$ cat src/rtl/cache_control_pkg.sv
// Shared types for the direct-mapped cache controller: address fields, line, meta and FSM states.
package lc3b_types;

    localparam int CACHE_LINE_BITS = 128;

    typedef logic [2:0]   cache_index;
    typedef logic [8:0]   cache_tag;
    typedef logic [3:0]   cache_offset;
    typedef logic [127:0] cache_line;

    typedef struct packed {
        logic     valid;
        logic     dirty;
        cache_tag tag;
    } cache_meta;

    typedef enum logic [1:0] {
        S_IDLE,
        S_CHECK,
        S_WRITEBACK,
        S_FILL
    } cache_state;

    function automatic logic [15:0] word_of(input cache_line line, input logic [2:0] sel);
        return line[{sel, 4'b0000} +: 16];
    endfunction

    function automatic logic [15:0] line_addr(input cache_tag tag, input cache_index index);
        return {tag, index, 4'b0000};
    endfunction

endpackage

$ cat src/rtl/cache_control_if.sv
// CPU-side and physical-memory-side buses of the cache controller.
// slave: the controller's view; master: the CPU plus backing memory driving the other end.
interface cache_control_if;
    import lc3b_types::*;

    logic [15:0] mem_address;
    logic        mem_read;
    logic        mem_write;
    logic [1:0]  mem_byte_enable;
    logic [15:0] mem_wdata;
    logic [15:0] mem_rdata;
    logic        mem_resp;

    logic [15:0] pmem_address;
    logic        pmem_read;
    logic        pmem_write;
    cache_line   pmem_wdata;
    cache_line   pmem_rdata;
    logic        pmem_resp;

    modport slave (
        input  mem_address, mem_read, mem_write, mem_byte_enable, mem_wdata,
        input  pmem_rdata, pmem_resp,
        output mem_rdata, mem_resp,
        output pmem_address, pmem_read, pmem_write, pmem_wdata
    );

    modport master (
        output mem_address, mem_read, mem_write, mem_byte_enable, mem_wdata,
        output pmem_rdata, pmem_resp,
        input  mem_rdata, mem_resp,
        input  pmem_address, pmem_read, pmem_write, pmem_wdata
    );

endinterface

$ cat src/rtl/cache_control_merge.sv
// Replaces the enabled bytes of one 16-bit word of a cache line with a CPU write word.
module line_word_merge
    import lc3b_types::*;
(
    input  cache_line   line,
    input  cache_offset offset,
    input  logic [1:0]  byte_enable,
    input  logic [15:0] word,
    output cache_line   merged
);

    // Lines are word addressed; the byte offset LSB has no effect on a 16-bit store.
    logic unused_offset_lsb;
    assign unused_offset_lsb = offset[0];

    always_comb begin
        merged = line;
        if (byte_enable[0]) merged[{offset[3:1], 4'b0000} +: 8] = word[7:0];
        if (byte_enable[1]) merged[{offset[3:1], 4'b1000} +: 8] = word[15:8];
    end

endmodule

$ cat src/rtl/cache_control.sv
// Direct-mapped, write-back, write-allocate cache controller with 8 sets of 128-bit lines.
// Optional hit/miss statistics counters are built only when CACHE_STATS_EN is defined.
//
// state       | meaning
// S_IDLE      | waiting for mem_read or mem_write
// S_CHECK     | tag compare; hit completes the access, miss picks writeback or fill
// S_WRITEBACK | dirty victim line being written to physical memory
// S_FILL      | requested line being read from physical memory
module cache_control
    import lc3b_types::*;
#(
    parameter int LINE_WIDTH = CACHE_LINE_BITS
) (
    input  logic                  clk,
    input  logic                  reset_n,
    cache_control_if.slave        bus,
    output cache_index            arr_index,
    output logic                  arr_write,
    output logic [LINE_WIDTH-1:0] arr_datain,
    input  logic [LINE_WIDTH-1:0] arr_dataout,
    output cache_meta             arr_metain,
    input  cache_meta             arr_metaout,
    output logic [15:0]           hit_count,
    output logic [15:0]           miss_count
);

    cache_state state;
    cache_tag   req_tag;
    cache_index req_index;
    logic [2:0] word_sel;
    logic       req_valid;
    logic       hit;
    logic       victim_dirty;
    cache_line  merged;

    assign req_tag      = bus.mem_address[15:7];
    assign req_index    = bus.mem_address[6:4];
    assign word_sel     = bus.mem_address[3:1];
    assign req_valid    = bus.mem_read | bus.mem_write;
    assign hit          = arr_metaout.valid && (arr_metaout.tag == req_tag);
    assign victim_dirty = arr_metaout.valid && arr_metaout.dirty;
    assign arr_index    = req_index;

    line_word_merge u_merge (
        .line        (arr_dataout),
        .offset      (bus.mem_address[3:0]),
        .byte_enable (bus.mem_byte_enable),
        .word        (bus.mem_wdata),
        .merged      (merged)
    );

    // Hit completion and fill install depend on the same-cycle array read,
    // so they are decoded from the registered state rather than held in flops.
    always_comb begin
        bus.mem_resp  = 1'b0;
        bus.mem_rdata = '0;
        arr_write     = 1'b0;
        arr_datain    = '0;
        arr_metain    = '0;
        case (state)
            S_CHECK: begin
                if (req_valid && hit) begin
                    bus.mem_resp = 1'b1;
                    if (bus.mem_write) begin
                        arr_write  = 1'b1;
                        arr_datain = merged;
                        arr_metain = {1'b1, 1'b1, req_tag};
                    end else begin
                        bus.mem_rdata = word_of(arr_dataout, word_sel);
                    end
                end
            end
            S_FILL: begin
                if (bus.pmem_resp) begin
                    arr_write  = 1'b1;
                    arr_datain = bus.pmem_rdata;
                    arr_metain = {1'b1, 1'b0, req_tag};
                end
            end
            default: ;
        endcase
    end

    always_ff @(posedge clk or negedge reset_n) begin
        if (!reset_n) begin
            state            <= S_IDLE;
            bus.pmem_read    <= 1'b0;
            bus.pmem_write   <= 1'b0;
            bus.pmem_address <= '0;
            bus.pmem_wdata   <= '0;
        end else begin
            case (state)
                S_IDLE: begin
                    if (req_valid) state <= S_CHECK;
                end
                S_CHECK: begin
                    if (!req_valid || hit) begin
                        state <= S_IDLE;
                    end else if (victim_dirty) begin
                        state            <= S_WRITEBACK;
                        bus.pmem_write   <= 1'b1;
                        bus.pmem_address <= line_addr(arr_metaout.tag, req_index);
                        bus.pmem_wdata   <= arr_dataout;
                    end else begin
                        state            <= S_FILL;
                        bus.pmem_read    <= 1'b1;
                        bus.pmem_address <= line_addr(req_tag, req_index);
                    end
                end
                S_WRITEBACK: begin
                    if (bus.pmem_resp) begin
                        state            <= S_FILL;
                        bus.pmem_write   <= 1'b0;
                        bus.pmem_read    <= 1'b1;
                        bus.pmem_address <= line_addr(req_tag, req_index);
                        bus.pmem_wdata   <= '0;
                    end
                end
                S_FILL: begin
                    if (bus.pmem_resp) begin
                        state            <= S_CHECK;
                        bus.pmem_read    <= 1'b0;
                        bus.pmem_address <= '0;
                    end
                end
                default: state <= S_IDLE;
            endcase
        end
    end

`ifdef CACHE_STATS_EN
    // The re-check after a fill completes a miss already counted, so it is not a hit.
    logic        refill;
    logic [15:0] hit_q;
    logic [15:0] miss_q;

    always_ff @(posedge clk or negedge reset_n) begin
        if (!reset_n) begin
            refill <= 1'b0;
            hit_q  <= '0;
            miss_q <= '0;
        end else begin
            if (state == S_CHECK && req_valid) begin
                if (hit) begin
                    refill <= 1'b0;
                    if (!refill && hit_q != 16'hFFFF) hit_q <= hit_q + 16'd1;
                end else if (miss_q != 16'hFFFF) begin
                    miss_q <= miss_q + 16'd1;
                end
            end else if (state == S_FILL && bus.pmem_resp) begin
                refill <= 1'b1;
            end
        end
    end

    assign hit_count  = hit_q;
    assign miss_count = miss_q;
`else
    assign hit_count  = '0;
    assign miss_count = '0;
`endif

endmodule

$ cat src/flat_wrapper.sv
// flat-port wrapper written by rule: the top's interface ports become plain ports
module cache_control_flat import lc3b_types::*;
#(
    parameter int LINE_WIDTH = CACHE_LINE_BITS
)
  (clk, reset_n, arr_index, arr_write, arr_datain, arr_dataout, arr_metain, arr_metaout, hit_count, miss_count, bus_mem_address, bus_mem_read, bus_mem_write, bus_mem_byte_enable, bus_mem_wdata, bus_pmem_rdata, bus_pmem_resp, bus_mem_rdata, bus_mem_resp, bus_pmem_address, bus_pmem_read, bus_pmem_write, bus_pmem_wdata);
  cache_control_if bus_i ();
  input  logic clk;
  input  logic reset_n;
  output cache_index arr_index;
  output logic arr_write;
  output logic [LINE_WIDTH-1:0] arr_datain;
  input  logic [LINE_WIDTH-1:0] arr_dataout;
  output cache_meta arr_metain;
  input  cache_meta arr_metaout;
  output logic [15:0] hit_count;
  output logic [15:0] miss_count;
  input wire logic [$bits(bus_i.mem_address)-1:0] bus_mem_address;
  input wire logic [$bits(bus_i.mem_read)-1:0] bus_mem_read;
  input wire logic [$bits(bus_i.mem_write)-1:0] bus_mem_write;
  input wire logic [$bits(bus_i.mem_byte_enable)-1:0] bus_mem_byte_enable;
  input wire logic [$bits(bus_i.mem_wdata)-1:0] bus_mem_wdata;
  input wire logic [$bits(bus_i.pmem_rdata)-1:0] bus_pmem_rdata;
  input wire logic [$bits(bus_i.pmem_resp)-1:0] bus_pmem_resp;
  output wire logic [$bits(bus_i.mem_rdata)-1:0] bus_mem_rdata;
  output wire logic [$bits(bus_i.mem_resp)-1:0] bus_mem_resp;
  output wire logic [$bits(bus_i.pmem_address)-1:0] bus_pmem_address;
  output wire logic [$bits(bus_i.pmem_read)-1:0] bus_pmem_read;
  output wire logic [$bits(bus_i.pmem_write)-1:0] bus_pmem_write;
  output wire logic [$bits(bus_i.pmem_wdata)-1:0] bus_pmem_wdata;
  assign bus_i.mem_address = bus_mem_address;
  assign bus_i.mem_read = bus_mem_read;
  assign bus_i.mem_write = bus_mem_write;
  assign bus_i.mem_byte_enable = bus_mem_byte_enable;
  assign bus_i.mem_wdata = bus_mem_wdata;
  assign bus_i.pmem_rdata = bus_pmem_rdata;
  assign bus_i.pmem_resp = bus_pmem_resp;
  assign bus_mem_rdata = bus_i.mem_rdata;
  assign bus_mem_resp = bus_i.mem_resp;
  assign bus_pmem_address = bus_i.pmem_address;
  assign bus_pmem_read = bus_i.pmem_read;
  assign bus_pmem_write = bus_i.pmem_write;
  assign bus_pmem_wdata = bus_i.pmem_wdata;
  cache_control #(.LINE_WIDTH(LINE_WIDTH)) u_core (.clk(clk), .reset_n(reset_n), .bus(bus_i), .arr_index(arr_index), .arr_write(arr_write), .arr_datain(arr_datain), .arr_dataout(arr_dataout), .arr_metain(arr_metain), .arr_metaout(arr_metaout), .hit_count(hit_count), .miss_count(miss_count));
endmodule
$ cat config.mk
export PLATFORM = sky130hd
export DESIGN_NAME = cache_control_flat
export DESIGN_NICKNAME = d
export VERILOG_FILES = /design/src/rtl/cache_control_pkg.sv /design/src/rtl/cache_control_if.sv /design/src/rtl/cache_control_merge.sv /design/src/rtl/cache_control.sv /design/src/flat_wrapper.sv
export SDC_FILE = /design/constraint.sdc
export NUM_CORES = 1
export LEC_CHECK = 0
export BUFFER_PORTS_ARGS = -buffer_cell sky130_fd_sc_hd__buf_2
export CAP_MARGIN = 15
export CORE_AREA = 2 2 248 250
export CTS_CLUSTER_DIAMETER = 120
export DETAILED_ROUTE_END_ITERATION = 12
export DIE_AREA = 0 0 250 252
export PLACE_DENSITY = 0.38
export SYNTH_ARGS = -nofsm -noshare
export SYNTH_HDL_FRONTEND = slang
export SYNTH_SLANG_ARGS = --single-unit
$ cat constraint.sdc
create_clock -name clk -period 5.75 [get_ports clk]
set_input_delay 0.575 -clock clk [delete_from_list [all_inputs] [get_ports clk]]
set_output_delay 0.575 -clock clk [all_outputs]
set_load 0.005 [all_outputs]
=== Word-level counts from Yosys, hierarchy flattened ===
Index checks and enable logic that the tools add are counted.

* Bits in registers: 148
* Bits of input ports: 306
* Output and inout bits: 338
* Word-level logic and storage cells: 79

* $add $sub $neg: 2
* Equal/unequal tests: 10
* Shifts and indexed selects: 5
* Muxes and demuxes: 44
* Bitwise gates (word level): 1
* Reduce and logical (&&, ||, !) cells: 12

{| class="wikitable"
|+ Operator list
! cell !! number
|-
| 128-bit two-way mux || 8
|-
| 128-bit one-hot mux with 2 select lines || 2
|-
| 128-bit bitwise mux || 2
|-
| 8-bit by 9-bit variable shift with 128-bit output (first input constant) || 2
|-
| 8-bit by 9-bit variable part select with 128-bit output || 2
|-
| 128-bit by 8-bit variable part select with 16-bit output || 1
|-
| 16-bit two-way mux || 7
|-
| 16-bit one-hot mux with 3 select lines || 1
|-
| 11-bit two-way mux || 3
|-
| 11-bit one-hot mux with 2 select lines || 1
|-
| 7-bit negator with 9-bit output || 2
|-
| 1-bit two-way mux || 12
|-
| 9-bit equality test || 1
|-
| 2-bit two-way mux || 4
|-
| 2-bit inequality test (second input constant) || 4
|-
| 2-bit one-hot mux with 4 select lines || 1
|-
| 4-bit AND reduction || 2
|-
| 5-bit AND reduction || 1
|-
| 2-bit equality test (second input constant) || 2
|-
| 2-bit by 1-bit inequality test with 1-bit output (second input constant) || 2
|-
| 1-bit one-hot mux with 2 select lines || 2
|-
| 1-bit logical AND || 3
|-
| 1-bit one-hot mux with 3 select lines || 1
|-
| 3-bit AND reduction || 1
|-
| other kinds (7) || 7
|}

=== Depth between registers and ports, before layout ===
* Depth in word-level cells: 9
* Gate-level depth with buffers: 12
* Gate-level depth less buffers: 8

=== By module ===
A second synthesis with hierarchy kept.

* Cell total of the unflattened synthesis: 1223
* Area total of the unflattened synthesis: 11282.1 µm²

{| class="wikitable"
|+ Modules (own cells, without submodules)
! module !! times used !! cells each !! area each (µm²) !! sequential area each (µm²)
|-
| cache_control || 1 || 970 || 9495.4 || 3603.5
|-
| line_word_merge || 1 || 253 || 1786.7 || 0.0
|}

=== Worst setup path before layout ===
OpenSTA, ideal clock, no wires.

* Path kind: input -> output
* From: input port bus_mem_address[2]
* To: output port arr_datain[80]
* Arrival: 2892 ps
* Required time: 5175 ps
* Slack: 2283 ps
* Cell stages on the path: 10
* Path buffers: 3
* Cell sequence: buf_2 -> buf_2 -> buf_2 -> inv_1 -> ha_1 -> ha_1 -> nand2b_1 -> nor2_1 -> mux2i_1 -> o21ai_0

* Word-level cells in the longest chain between the ends: 9
* Elaborated cells between the ends (all ways): 13
* Those cells by class: add/sub (2); shift (4); mux (7)

{| class="wikitable"
|+ Ends and longest elaborated chain
! element !! RTL line !! RTL
|-
| start, declared || flat_wrapper.sv:18 || <nowiki>input wire logic [$bits(bus_i.mem_address)-1:0] bus_mem_address;</nowiki>
|-
| 7-bit negator with 9-bit output || cache_control_merge.sv:18 || <nowiki>if (byte_enable[0]) merged[{offset[3:1], 4'b0000} +: 8] = word[7:0];</nowiki>
|-
| 8-bit by 9-bit variable part select with 128-bit output / 8-bit by 9-bit variable shift with 128-bit output (equally long branches) || cache_control_merge.sv:18 ||
|-
| 128-bit bitwise mux || cache_control_merge.sv:18 ||
|-
| 128-bit two-way mux || cache_control_merge.sv:18 ||
|-
| 128-bit bitwise mux || cache_control_merge.sv:19 || <nowiki>if (byte_enable[1]) merged[{offset[3:1], 4'b1000} +: 8] = word[15:8];</nowiki>
|-
| 128-bit two-way mux * || cache_control_merge.sv:19 ||
|-
| 128-bit two-way mux * || cache_control.sv:64 || <nowiki>if (bus.mem_write) begin</nowiki>
|-
| 128-bit two-way mux * || cache_control.sv:62 || <nowiki>if (req_valid && hit) begin</nowiki>
|-
| 128-bit one-hot mux with 2 select lines * || cache_control.sv:60 || <nowiki>case (state)</nowiki>
|-
| end, declared || flat_wrapper.sv:12 || <nowiki>output logic [LINE_WIDTH-1:0] arr_datain;</nowiki>
|}

Mark *: on every way between the ends. The rest lies on a longest branch, timed or not.

=== Worst setup path after layout ===
* From: input port arr_metaout[5] (netlist name)
* To: output port arr_datain[99]

* Word-level cells in the longest chain between the ends: 5

{| class="wikitable"
|+ Ends and longest elaborated chain
! element !! RTL line !! RTL
|-
| start, declared || flat_wrapper.sv:15 || <nowiki>input cache_meta arr_metaout;</nowiki>
|-
| 9-bit equality test || cache_control.sv:40 || <nowiki>assign hit = arr_metaout.valid && (arr_metaout.tag == req_tag);</nowiki>
|-
| 1-bit logical AND || cache_control.sv:40 ||
|-
| 1-bit logical AND || cache_control.sv:62 ||
|-
| 128-bit two-way mux || cache_control.sv:62 ||
|-
| 128-bit one-hot mux with 2 select lines || cache_control.sv:60 ||
|}

No other way between the ends.

==> impl_metrics.tcl <==
set metrics [dict create \
    grt_usage 0.201 \
    rsz0062_at_grt "no" \
    yosysMostFrequentCell "nand2_1" \
    end_kind "output port" \
    grt-ovfl-total 0 \
    synth_mux_area_frac 0.295 \
    final_cells 2547 \
    synth_edf_count 0 \
    cp-startpoint "arr_metaout[5]" \
    yosys.area_share.adder 0.0121 \
    finalCriticalPeriod_ns 4.17 \
    r2r-end "u_core.bus.pmem_wdata[50]$_DFFE_PN0P_" \
    slew_violations 0 \
    r2r-start "u_core.state[1]$_DFFE_PN0P_" \
    clk_pin_slew_ns 0.07 \
    drt-initial-drc-count 753 \
    routabilityCongestion 0.877 \
    cp.arrival_ns 3.60 \
    clock.fmax_ghz 0.240 \
    root_buffer "clkbuf_16" \
    setup_tns_ns 0 \
    ant_nets 0 \
    synth_area_mm2 0.0114 \
    tightest_slew_ns 1.07 \
    chipHeight_um 252 \
    hpwl_um 52000 \
    cpMostUsedCell "buf_2" \
    grt_pass1_vias 11200 \
    ios 644 \
    synth-compound-area-share 0.112 \
    fin_worst_skew_ns 0.00897 \
    drc_errors 0 \
    power_density_mw_per_mm2 413 \
    r2r_slack_ns 3.03 \
    fin_nets 2067 \
    ir_worst_vdd_uv 338 \
    rows 90 \
    dp_cells 2512 \
    crit_path_max_fanout 82 \
    core_area_mm2 0.0601 \
    synth_top_family_by_area "multiplexers" \
    ys_warn_count 0 \
    critPathSlowestCell "nand3_4" \
    hold_buffers 0 \
    layout-drive-gt1-share 0.470 \
    port_buffers 606 \
    syn_area_per_cell_um2 9.49 \
    async_reset_ff_frac 1.00 \
    setup_violations 0 \
    r2r.worst_path.cells 7 \
    outcome "finished clean" \
    synth_top_area_frac 0.316 \
    p_leak_nw 7.75 \
    seq_area_frac_synth 0.316 \
    slew-limit-headroom 0.285 \
    numCtsBuffers 17 \
    vias 11300 \
    synthTopCellsByCount "nand2_1 (195), dfrtp_1 (144), nor2b_1 (140), o21ai_0 (121), mux2_4 (109)" \
    wl_per_cell_um 25.5 \
    fillers 6667 \
    p_total_mw 6.40 \
    hold_viol 0 \
    synth_ff_type "dfrtp_1" \
    dieWidth_um 250 \
    slowest_delay_ns 0.73 \
    maxCapViolations 0 \
    fin_ws_ns 1.58 \
    cts_buffer_depth 2 \
    cts_setup_buffers 0 \
    grt_antenna_before_repair 10 \
    crit_required_ns 5.18 \
    grt_pass1_wl_um 88300 \
    dieArea_mm2 0.0630 \
    cp-start-kind "input pin" \
    ys_seq_elements 144 \
    crit_family "simple AND/OR/NAND/NOR gates" \
    path_cells "buf_2 -> xor2_1 -> nor4_1 -> and3_1 -> nand3_4 -> buf_4 -> o21ai_0 -> buf_2" \
    areaGrowthSynthToFinish_pct 35.6 \
    crit_type "input pin to output port" \
    h-tree-depth 4 \
    utilization 0.257 \
    synth_area_leaders "dfrtp_1 (32%), mux2_4 (14%), nor2b_1 (7.7%), nand2_1 (6.4%), mux4_2 (6.3%)" \
    hp-class "input pin to async pin" \
    clock_sinks 144 \
    clkLatencyLatePin_ns 0.48 \
    crit_buf_inv 3 \
    netlist_instances 1203 \
    synthSimpleGateAreaFrac 0.177 \
    cts_resized 0 \
    start_util 0.190 \
    post-route-period-util 0.726 \
    post-place-ws_ns 1.62 \
    cts_tree "built" \
    ys_types 49 \
    worstSetupPathDepth 8 \
    synth.largest_area_cell "dfrtp_1" \
    grt_start_max_net_pins 83 \
    dr.pass1.iters 5 \
    drt-total-wl_um 65000 \
    synth_xor_area_frac 0.00690 \
    viasPerCell 4.45 \
]
-- routing by layer --
layer	wire length, um	vias up	global-route usage
met5	38	-	0
met4	1500	6	0.0635
met3	4100	53	0.0437
met2	29900	515	0.318
met1	29500	5593	0.273
li1	-	5170	-
-- worst max path at each step --
| stage | to | slack, ns |
|---|---|---|
| 3_5_place_dp | arr_datain[3] | 1.62 |
| 2_1_floorplan | arr_datain[80] | 2.28 |
| 6_report | arr_datain[99] | 1.58 |
| 3_3_place_gp | arr_datain[101] | 1.63 |
| 4_1_cts | arr_datain[3] | 1.60 |
| 5_1_grt | arr_datain[99] | 1.35 |
-- flip-flops by register name, indices dropped and copies added, names as in the netlist --
signal                   flops
u_core.bus.pmem_write        1
u_core.bus.pmem_read         1
u_core.bus.pmem_wdata      128
u_core.bus.pmem_address     12
u_core.state                 2
-- power breakdown --
group | total [mW] | internal (mW) | switching (mW) | leakage, nW
sequential | 1.84 | 1.55 | 0.288 | 1.72
combinational | 3.39 | 1.81 | 1.58 | 5.77
clock | 1.17 | 0.648 | 0.521 | 0.264
total | 6.40 | 4.01 | 2.39 | 7.75
-- per-stage QoR --
| step | area [um2] | hold slack [ns] |
|---|---|---|
| finish | 15500 | 0.0780 |
| global route | 15500 | 0.123 |
| CTS | 15500 | 0.0807 |
| detailed placement | 14900 | 0.475 |
| global placement | 14900 | 0.474 |
| floorplan | 11600 | 0.279 |
-- worst register-to-register path: cells and delay by family (launching register included) --
family                     cells  cell delay [ns]
adders and majority gates      1             0.38
muxes                          1             0.54
buffers and inverters          2             0.53
AOI/OAI and AO/OA              3             0.72
DFF                            1             0.43
-- area by class of cell --
cell class / instances / area (um2) / area share
antenna: 3 / 7.51 / 0.000485
clock buffer: 19 / 443 / 0.0286
clock inverter: 12 / 136 / 0.00881
inverter: 12 / 45.0 / 0.00291
multi-input combinational: 949 / 7040 / 0.455
sequential: 144 / 3600 / 0.233
tap: 782 / 978 / 0.0632
timing repair buffer: 626 / 3230 / 0.209
-- cells in the final DEF (no fill, tap or decap), types with 36 or more instances in the layout --
cell type	synthesis	layout
buf_2	10	604
nand2_1	195	195
dfrtp_1	144	144
nor2b_1	140	140
o21ai_0	121	121
mux2_4	109	109
mux2i_1	69	69
a21oi_1	66	66
nor2_1	55	55
conb_1	1	36
-- logic make-up after synthesis --
kind of cell | after synthesis
AOI/OAI and AO/OA | 232
xor gates and xnor gates | 9
adders and majority gates | 11
buffers and inverters | 145
DFF | 144
muxes | 238
other | 1
and+or+nand+nor | 423
(Power assumes the default switching activity.)
